<file path="src/rtl/freq_meter_ctrl.sv">
// freq_meter_ctrl
//   Measurement sequencer for the digital frequency meter. It steps the shared
//   BCD decade-counter chain through clear -> count (gate) -> settle -> latch ->
//   hold, and repeats while run is high. It also reports the range and the
//   overflow status that belong to the latched result.
//
// Ports
//   clk        in   1  system clock
//   Rst_n      in   1  asynchronous active-low reset
//   run        in   1  level: continuous measurement while high
//   single     in   1  pulse: one measurement cycle, honoured only from IDLE
//   range_sel  in   2  gate range: 0 = GATE_CYCLES, 1 = /10, 2 and 3 = /100
//   ovf        in   1  carry out of the top decade, sampled during the gate
//   gate       out  1  count enable to the decade chain
//   cnt_clr    out  1  synchronous clear to the decade chain
//   latch      out  1  one-cycle strobe that loads the display registers
//   range_q    out  2  range of the latched result
//   ovf_flag   out  1  overflow seen during the latched measurement
//   busy       out  1  high in every state except IDLE
//
// All outputs are flops. Each one is written with the value that belongs to
// the state being entered, so no input reaches an output combinationally.

module freq_meter_ctrl #(
  parameter int GATE_CYCLES   = 50_000_000,  // >= 100, multiple of 100
  parameter int CLR_CYCLES    = 2,           // >= 1
  parameter int SETTLE_CYCLES = 4,           // >= 1
  parameter int HOLD_CYCLES   = 25_000_000   // >= 1
) (
  input  logic       clk,
  input  logic       Rst_n,
  input  logic       run,
  input  logic       single,
  input  logic [1:0] range_sel,
  input  logic       ovf,
  output logic       gate,
  output logic       cnt_clr,
  output logic       latch,
  output logic [1:0] range_q,
  output logic       ovf_flag,
  output logic       busy
);

  // The longest state sets the timer width. The timer is loaded with
  // length-1, so $clog2(length) bits are always enough.
  localparam int MAX_A  = (GATE_CYCLES > HOLD_CYCLES) ? GATE_CYCLES : HOLD_CYCLES;
  localparam int MAX_B  = (CLR_CYCLES > SETTLE_CYCLES) ? CLR_CYCLES : SETTLE_CYCLES;
  localparam int MAXLEN = (MAX_A > MAX_B) ? MAX_A : MAX_B;
  localparam int TW     = (MAXLEN > 1) ? $clog2(MAXLEN) : 1;

  localparam logic [TW-1:0] CLR_LD    = TW'(CLR_CYCLES - 1);
  localparam logic [TW-1:0] G0_LD     = TW'(GATE_CYCLES - 1);
  localparam logic [TW-1:0] G1_LD     = TW'(GATE_CYCLES / 10 - 1);
  localparam logic [TW-1:0] G2_LD     = TW'(GATE_CYCLES / 100 - 1);
  localparam logic [TW-1:0] SETTLE_LD = TW'(SETTLE_CYCLES - 1);
  localparam logic [TW-1:0] HOLD_LD   = TW'(HOLD_CYCLES - 1);

  typedef enum logic [2:0] {
    IDLE   = 3'd0,
    CLEAR  = 3'd1,
    GATE   = 3'd2,
    SETTLE = 3'd3,
    LATCH  = 3'd4,
    HOLD   = 3'd5
  } state_t;

  state_t        state;
  logic [TW-1:0] timer;       // down-counter; 0 is the last cycle of a state
  logic [1:0]    range_r;     // range used by the cycle in progress
  logic          ovf_sticky;  // any ovf seen during the current gate

  // range_r is stored normalised, so range 3 behaves as range 2 everywhere
  // and is also reported as 2 for decimal-point placement.
  function automatic logic [1:0] norm_range(input logic [1:0] r);
    return (r == 2'd3) ? 2'd2 : r;
  endfunction

  function automatic logic [TW-1:0] gate_ld(input logic [1:0] r);
    case (r)
      2'd0:    return G0_LD;
      2'd1:    return G1_LD;
      default: return G2_LD;
    endcase
  endfunction

  always_ff @(posedge clk or negedge Rst_n) begin
    if (!Rst_n) begin
      state      <= IDLE;
      timer      <= '0;
      range_r    <= 2'd0;
      ovf_sticky <= 1'b0;
      gate       <= 1'b0;
      cnt_clr    <= 1'b0;
      latch      <= 1'b0;
      range_q    <= 2'd0;
      ovf_flag   <= 1'b0;
      busy       <= 1'b0;
    end else begin
      case (state)
        IDLE: begin
          if (run || single) begin
            state      <= CLEAR;
            timer      <= CLR_LD;
            range_r    <= norm_range(range_sel);
            ovf_sticky <= 1'b0;
            cnt_clr    <= 1'b1;
            busy       <= 1'b1;
          end
        end

        CLEAR: begin
          if (timer == '0) begin
            state   <= GATE;
            timer   <= gate_ld(range_r);
            cnt_clr <= 1'b0;
            gate    <= 1'b1;
          end else begin
            timer <= timer - 1'b1;
          end
        end

        GATE: begin
          if (ovf) ovf_sticky <= 1'b1;
          if (timer == '0) begin
            state <= SETTLE;
            timer <= SETTLE_LD;
            gate  <= 1'b0;
          end else begin
            timer <= timer - 1'b1;
          end
        end

        // Gives the ripple through the decade chain time to settle
        // before the display registers are loaded.
        SETTLE: begin
          if (timer == '0) begin
            state <= LATCH;
            timer <= '0;
            latch <= 1'b1;
          end else begin
            timer <= timer - 1'b1;
          end
        end

        // Range and overflow become visible together with the newly
        // latched display value.
        LATCH: begin
          state    <= HOLD;
          timer    <= HOLD_LD;
          latch    <= 1'b0;
          range_q  <= range_r;
          ovf_flag <= ovf_sticky;
        end

        HOLD: begin
          if (timer == '0) begin
            if (run) begin
              state      <= CLEAR;
              timer      <= CLR_LD;
              range_r    <= norm_range(range_sel);
              ovf_sticky <= 1'b0;
              cnt_clr    <= 1'b1;
            end else begin
              state <= IDLE;
              timer <= '0;
              busy  <= 1'b0;
            end
          end else begin
            timer <= timer - 1'b1;
          end
        end

        default: begin
          state   <= IDLE;
          timer   <= '0;
          gate    <= 1'b0;
          cnt_clr <= 1'b0;
          latch   <= 1'b0;
          busy    <= 1'b0;
        end
      endcase
    end
  end

endmodule
</file>
<file path="config.mk">
export PLATFORM = sky130hd
export DESIGN_NAME = freq_meter_ctrl
export DESIGN_NICKNAME = d
export VERILOG_FILES = /design/src/rtl/freq_meter_ctrl.sv
export SDC_FILE = /design/constraint.sdc
export NUM_CORES = 1
export LEC_CHECK = 0
export ABC_AREA = 1
export CAP_MARGIN = 0
export CORE_MARGIN = 2
export CORE_UTILIZATION = 54
export CTS_BUF_LIST = sky130_fd_sc_hd__clkbuf_4 sky130_fd_sc_hd__clkbuf_8 sky130_fd_sc_hd__clkbuf_16
export DETAILED_ROUTE_END_ITERATION = 16
export GPL_TIMING_DRIVEN = 0
export MAX_ROUTING_LAYER = met4
export PLACE_DENSITY = 0.76
export SETUP_SLACK_MARGIN = 0.2
export SLEW_MARGIN = 10
export SYNTH_ARGS = -nofsm -noshare
export SYNTH_HDL_FRONTEND = slang
export SYNTH_SLANG_ARGS = --single-unit
export TNS_END_PERCENT = 100
</file>
<file path="constraint.sdc">
create_clock -name clk -period 1.5 [get_ports clk]
set_input_delay 0.3 -clock clk [delete_from_list [all_inputs] [get_ports clk]]
set_output_delay 0.3 -clock clk [all_outputs]
set_load 0.05 [all_outputs]
</file>
== Word-level counts from Yosys, hierarchy flattened ==
Index checks and enable logic that the tools add are counted.

* Register bits: 39
* Word-level logic and storage cells: 83
* Input port bits: 7
* Output and inout bits: 7

* Equal/unequal tests: 15
* Bitwise logic cells: 4
* Reduce and logical (&&, ||, !) cells: 17
* Add/subtract/negate cells: 1
* Mux-type cells: 36

{| class="wikitable"
|+ Operators by type and width
! cell !! count
|-
| 26-bit one-hot mux with 6 select lines || 1
|-
| 26-bit 2-to-1 mux || 5
|-
| 26-bit one-hot mux with 2 select lines || 1
|-
| 26-bit logical NOT || 1
|-
| 26-bit by 1-bit subtractor with 26-bit output (second input constant) || 1
|-
| 3-bit one-hot mux with 6 select lines || 1
|-
| 2-bit inequality test (second input constant) || 8
|-
| 3-bit 2-to-1 mux || 5
|-
| 5-bit AND reduction || 3
|-
| 1-bit 2-to-1 mux || 13
|-
| 4-bit OR reduction || 3
|-
| 1-bit one-hot mux with 3 select lines || 3
|-
| 2-bit 2-to-1 mux || 4
|-
| 4-bit AND reduction || 2
|-
| 3-bit by 2-bit == test with 1-bit output (second input constant) || 2
|-
| 3-bit == test (second input constant) || 2
|-
| 1-bit NOT || 4
|-
| 1-bit one-hot mux with 4 select lines || 1
|-
| 2-bit one-hot mux with 2 select lines || 1
|-
| 3-bit by 1-bit == test with 1-bit output (second input constant) || 1
|-
| 3-bit logical NOT || 1
|-
| 3-bit AND reduction || 1
|-
| 3-bit nonzero test || 1
|-
| 3-bit OR reduction || 1
|-
| 7 further kinds || 7
|}

== Longest topological paths before layout ==
* Word-level depth: 5
* Gate-level depth with buffers: 12

== Worst setup path before layout ==
No wires, ideal clock.

* Kind: reg-to-reg
* From: register timer[0]
* To: register timer[0]
* Period minus slack after synthesis: 1568 ps
* Path buffers: 1
* Stages on the path, launching flop included: 13
* Arrival time: 1451 ps
* Data required time: 1384 ps
* Setup slack: -68 ps
* Setup time: 116 ps
* Path through: dfrtp_1 -> inv_1 -> ha_1 -> nand3_1 -> nor2_1 -> nand3_2 -> buf_6 -> a21oi_2 -> nand2_1 -> nand2_1 -> nand2_1 -> nand2_1 -> nand2_1

* Cells in the longest elaborated chain, start to end: 3

{| class="wikitable"
|+ Ends and longest elaborated chain
! what !! line !! text
|-
| from (decl) || 68 || <nowiki>logic [TW-1:0] timer;</nowiki>
|-
| from (signal assigned) || 114 || <nowiki>timer <= gate_ld(range_r);</nowiki>
|-
| from (signal assigned) || 118 || <nowiki>timer <= timer - 1'b1;</nowiki>
|-
| from (signal assigned) || 129 || <nowiki>timer <= timer - 1'b1;</nowiki>
|-
| 26-bit by 1-bit subtractor with 26-bit output / 26-bit logical NOT (equally long branches) || - ||
|-
| 26-bit 2-to-1 mux, on equally long branches || - ||
|-
| 26-bit one-hot mux with 6 select lines (*) || 99 || <nowiki>case (state)</nowiki>
|}

Mark *: on every way between the ends. The rest lies on a longest branch, timed or not.
A chain may end at the register's enable or synchronous reset.

== Worst setup path after layout ==
* From: register timer[11]
* To: register timer[16]

The elaborated chain is that of the path after synthesis.

==> results.json <==
{
  "worstRegToRegCells": 9,
  "synth_top_family_by_area": "simple AND/OR/NAND/NOR gates",
  "critPathMaxStageDelay_ps": 410,
  "drc": 0,
  "antenna_found_initial": 0,
  "slew_viol_final": 0,
  "hp-class": "reg -> reg",
  "grt_pass1_vias": 2513,
  "yosys_register_bits": 39,
  "cts_tree": "built",
  "r2r_slack_ps": -160,
  "cpMaxStageDelayCell": "dfrtp_1",
  "dpl.hpwl_microns": 4680,
  "p_leak_nw": 1.76,
  "hold_depth": 2,
  "routed_wl_microns": 7570,
  "finalCritPeriodShare_pct": 110,
  "cp.depth": 9,
  "crit_path_cell_trace": "nor2_2 -> nand2_2 -> nor2_4 -> nand3_4 -> o21ai_4 -> inv_4 -> buf_8 -> a22oi_2 -> nand3_1",
  "first_iter_violations": 292,
  "synth_warnings": 0,
  "pin_count": 14,
  "synthMuxAreaShare_pct": 0,
  "die_h_microns": 71.6,
  "fin_nets": 416,
  "cts_buffer_depth": 2,
  "diodes": 0,
  "fp.coreArea_sq_um": 4380,
  "fillCellCount": 264,
  "hold_viol": 0,
  "r2r_end": "timer[16]$_DFFE_PN0N_",
  "synth-simple-area-share_pct": 34.6,
  "required_ps": 1670,
  "clk_latency_ps": 300,
  "place_ws_ps": -289,
  "dp_cells": 404,
  "synthArstFlopShare_pct": 100,
  "path_delay_family": "simple AND/OR/NAND/NOR gates",
  "numPortBuffers": 13,
  "regArea_sq_um": 983,
  "num_vias": 2606,
  "worst_slack_ps": -156,
  "maxCapViolCount": 0,
  "end_kind": "flop",
  "syn_avg_cell_area_sq_um": 7.29,
  "cts_root_buf": "clkbuf_8",
  "layout_common_cells": "78 x nand2_1, 42 x buf_4, 33 x dfrtp_1, 20 x nor2_1",
  "drive_above_1_share_pct": 43.6,
  "cts.htree.levels": 2,
  "fmax_mhz": 604,
  "vias_per_cell": 5.67,
  "final_util_pct": 81.0,
  "ir_drop_mv": 1.50,
  "synth-adder-area-share_pct": 1.02,
  "die-area_sq_um": 5120,
  "synth_compound_area_share_pct": 12.7,
  "powerDensity_nw_per_um2": 2480,
  "cts_buffers": 5,
  "track_usage_pct": 30.0,
  "layout_commonest_cell": "nand2_1",
  "syn_area_sq_um": 2460,
  "layout.cells.non_filler": 460,
  "rsz0062_at_grt": "yes",
  "synth_edf_count": 0,
  "synthesis.nets": 347,
  "hold-path-endpoint": "ovf_flag$_DFFE_PN0N_",
  "violations": "setup timing",
  "wl_per_cell_microns": 16.5,
  "worstPathMaxFanout": 5,
  "period_minus_slack_ps": 1660,
  "worstMarginPinSlew_ps": 503,
  "slew-limit-headroom_pct": 66.5,
  "gp_congestion": 0.985,
  "postRouteAntennaNets": 0,
  "status": "finished, violations left",
  "ys_seq_area_share_pct": 39.6,
  "clk_pin_slew_ps": 80,
  "yosys.area_share.xor_xnor_pct": 4.97,
  "die_w_microns": 71.6,
  "grt_max_degree": 22,
  "multiInputGateArea_sq_um": 1680,
  "critPathKind": "reg -> reg",
  "fin_worst_skew_ps": 11.1,
  "grt_first_pass_wirelength_microns": 11600,
  "critPathLaunchType": "flop",
  "rows": 24,
  "setup_viol": 36,
  "cts.sinks": 39,
  "overflow": 0,
  "path_buf_inv": 2,
  "synthCells": 338,
  "ys.flop_type": "dfrtp_1",
  "worstHoldStart": "ovf_flag$_DFFE_PN0N_",
  "cp_data_arrival_time_ps": 1830,
  "first_pass_iters": 5,
  "syn_to_final_growth_pct": 44.0,
  "synth.distinct_cells": 34,
  "r2r_start": "timer[11]$_DFFE_PN0N_",
  "start_util_pct": 56.2
}
[final cells by class]
type / instances / share of cell area, %
Clock inverter: 2 / 0.987
Sequential cell: 39 / 27.7
Clock buffer: 6 / 2.33
Inverter: 35 / 3.91
Buffer: 5 / 1.59
Tap cell: 52 / 1.83
Timing Repair Buffer: 62 / 14.4
Multi-Input combinational cell: 259 / 47.3
[kinds of logic after synthesis]
| group | Yosys count |
|---|---|
| AO/OA/AOI/OAI | 48 |
| XOR/XNOR | 14 |
| adder cells (fa/ha/maj) | 2 |
| buffers and inverters | 40 |
| flip-flops | 39 |
| AND/OR/NAND/NOR | 195 |
[cells in the mapped netlist (all sizes together) (2+ instances only)]
library cell,instances,share of area [%]
nand2,98,15
nor2,56,10
dfrtp,39,40
inv,35,5.3
nand3,29,6.3
o21ai,20,4.5
a21oi,13,3.2
xor2,9,3.2
nor3,6,1.4
buf,5,1.8
o211ai,5,1.5
xnor2,5,1.8
nand4,4,1.0
o221ai,3,1.1
ha,2,1.0
o21bai,2,0.61
[power by group]
| part | leakage, nW | switching (W) | internal, W |
|---|---|---|---|
| clock network | 0.0612 | 0.000389 | 0.000539 |
| logic | 1.19 | 0.00361 | 0.00242 |
| registers | 0.512 | 0.000417 | 0.00144 |
[sequential cells by signal (all words and copies together), names as in the netlist]
register,flops
timer,26
state,3
range_q,2
range_r,2
busy,1
cnt_clr,1
gate,1
latch,1
ovf_flag,1
ovf_sticky,1
[worst max path at each step]
stage / startpoint / end
after floorplan: timer[0]$_DFFE_PN0N_ / timer[0]$_DFFE_PN0N_
after global placement: Rst_n / busy$_DFFE_PN0P_
after detailed placement: state[0]$_DFFE_PN0P_ / range_q[0]$_DFFE_PN0N_
after CTS: timer[0]$_DFFE_PN0N_ / timer[0]$_DFFE_PN0N_
after global routing: timer[5]$_DFFE_PN0N_ / latch$_DFFE_PN0P_
final: timer[11]$_DFFE_PN0N_ / timer[16]$_DFFE_PN0N_
[worst register-to-register path, delay by kind of cell (launching register included)]
family                 cells  cell delay, ps
AO/OA/AOI/OAI              2             230
flip-flops                 1             410
buffers and inverters      2             230
AND/OR/NAND/NOR            5             660
[repair_timing]
| item | 4_1_cts | 5_1_grt |
|---|---|---|
| gates cloned | 1 | 1 |
| buffers inserted | 33 | 12 |
| pin swaps | 19 | 24 |
| hold buffers | 1 | 0 |
| gates resized for setup | 95 | 49 |
| setup endpoints to repair | 46 | 39 |
| endpoints found under the hold margin | 18 | 0 |
[through the flow]
stage	power (W)	hold WS (ps)	instance area [sq um]	TNS, ps
global route	0.00940	521	3550	-7100
finish	0.00882	474	3550	-3650
floorplan	0.00488	4.41	2530	-126
global placement	0.00572	454	2720	-39640
detailed placement	0.00580	287	2750	-8050
CTS	0.00778	480	3290	-1980
[routing by layer]
metal,part of all wire [%],wire (microns),track usage (%)
met4,3.6,269,11.9
met5,0,0,-
met3,5.0,376,4.50
met2,51,3850,50.7
met1,41,3070,36.1
Power figures use the tool's default switching activity.
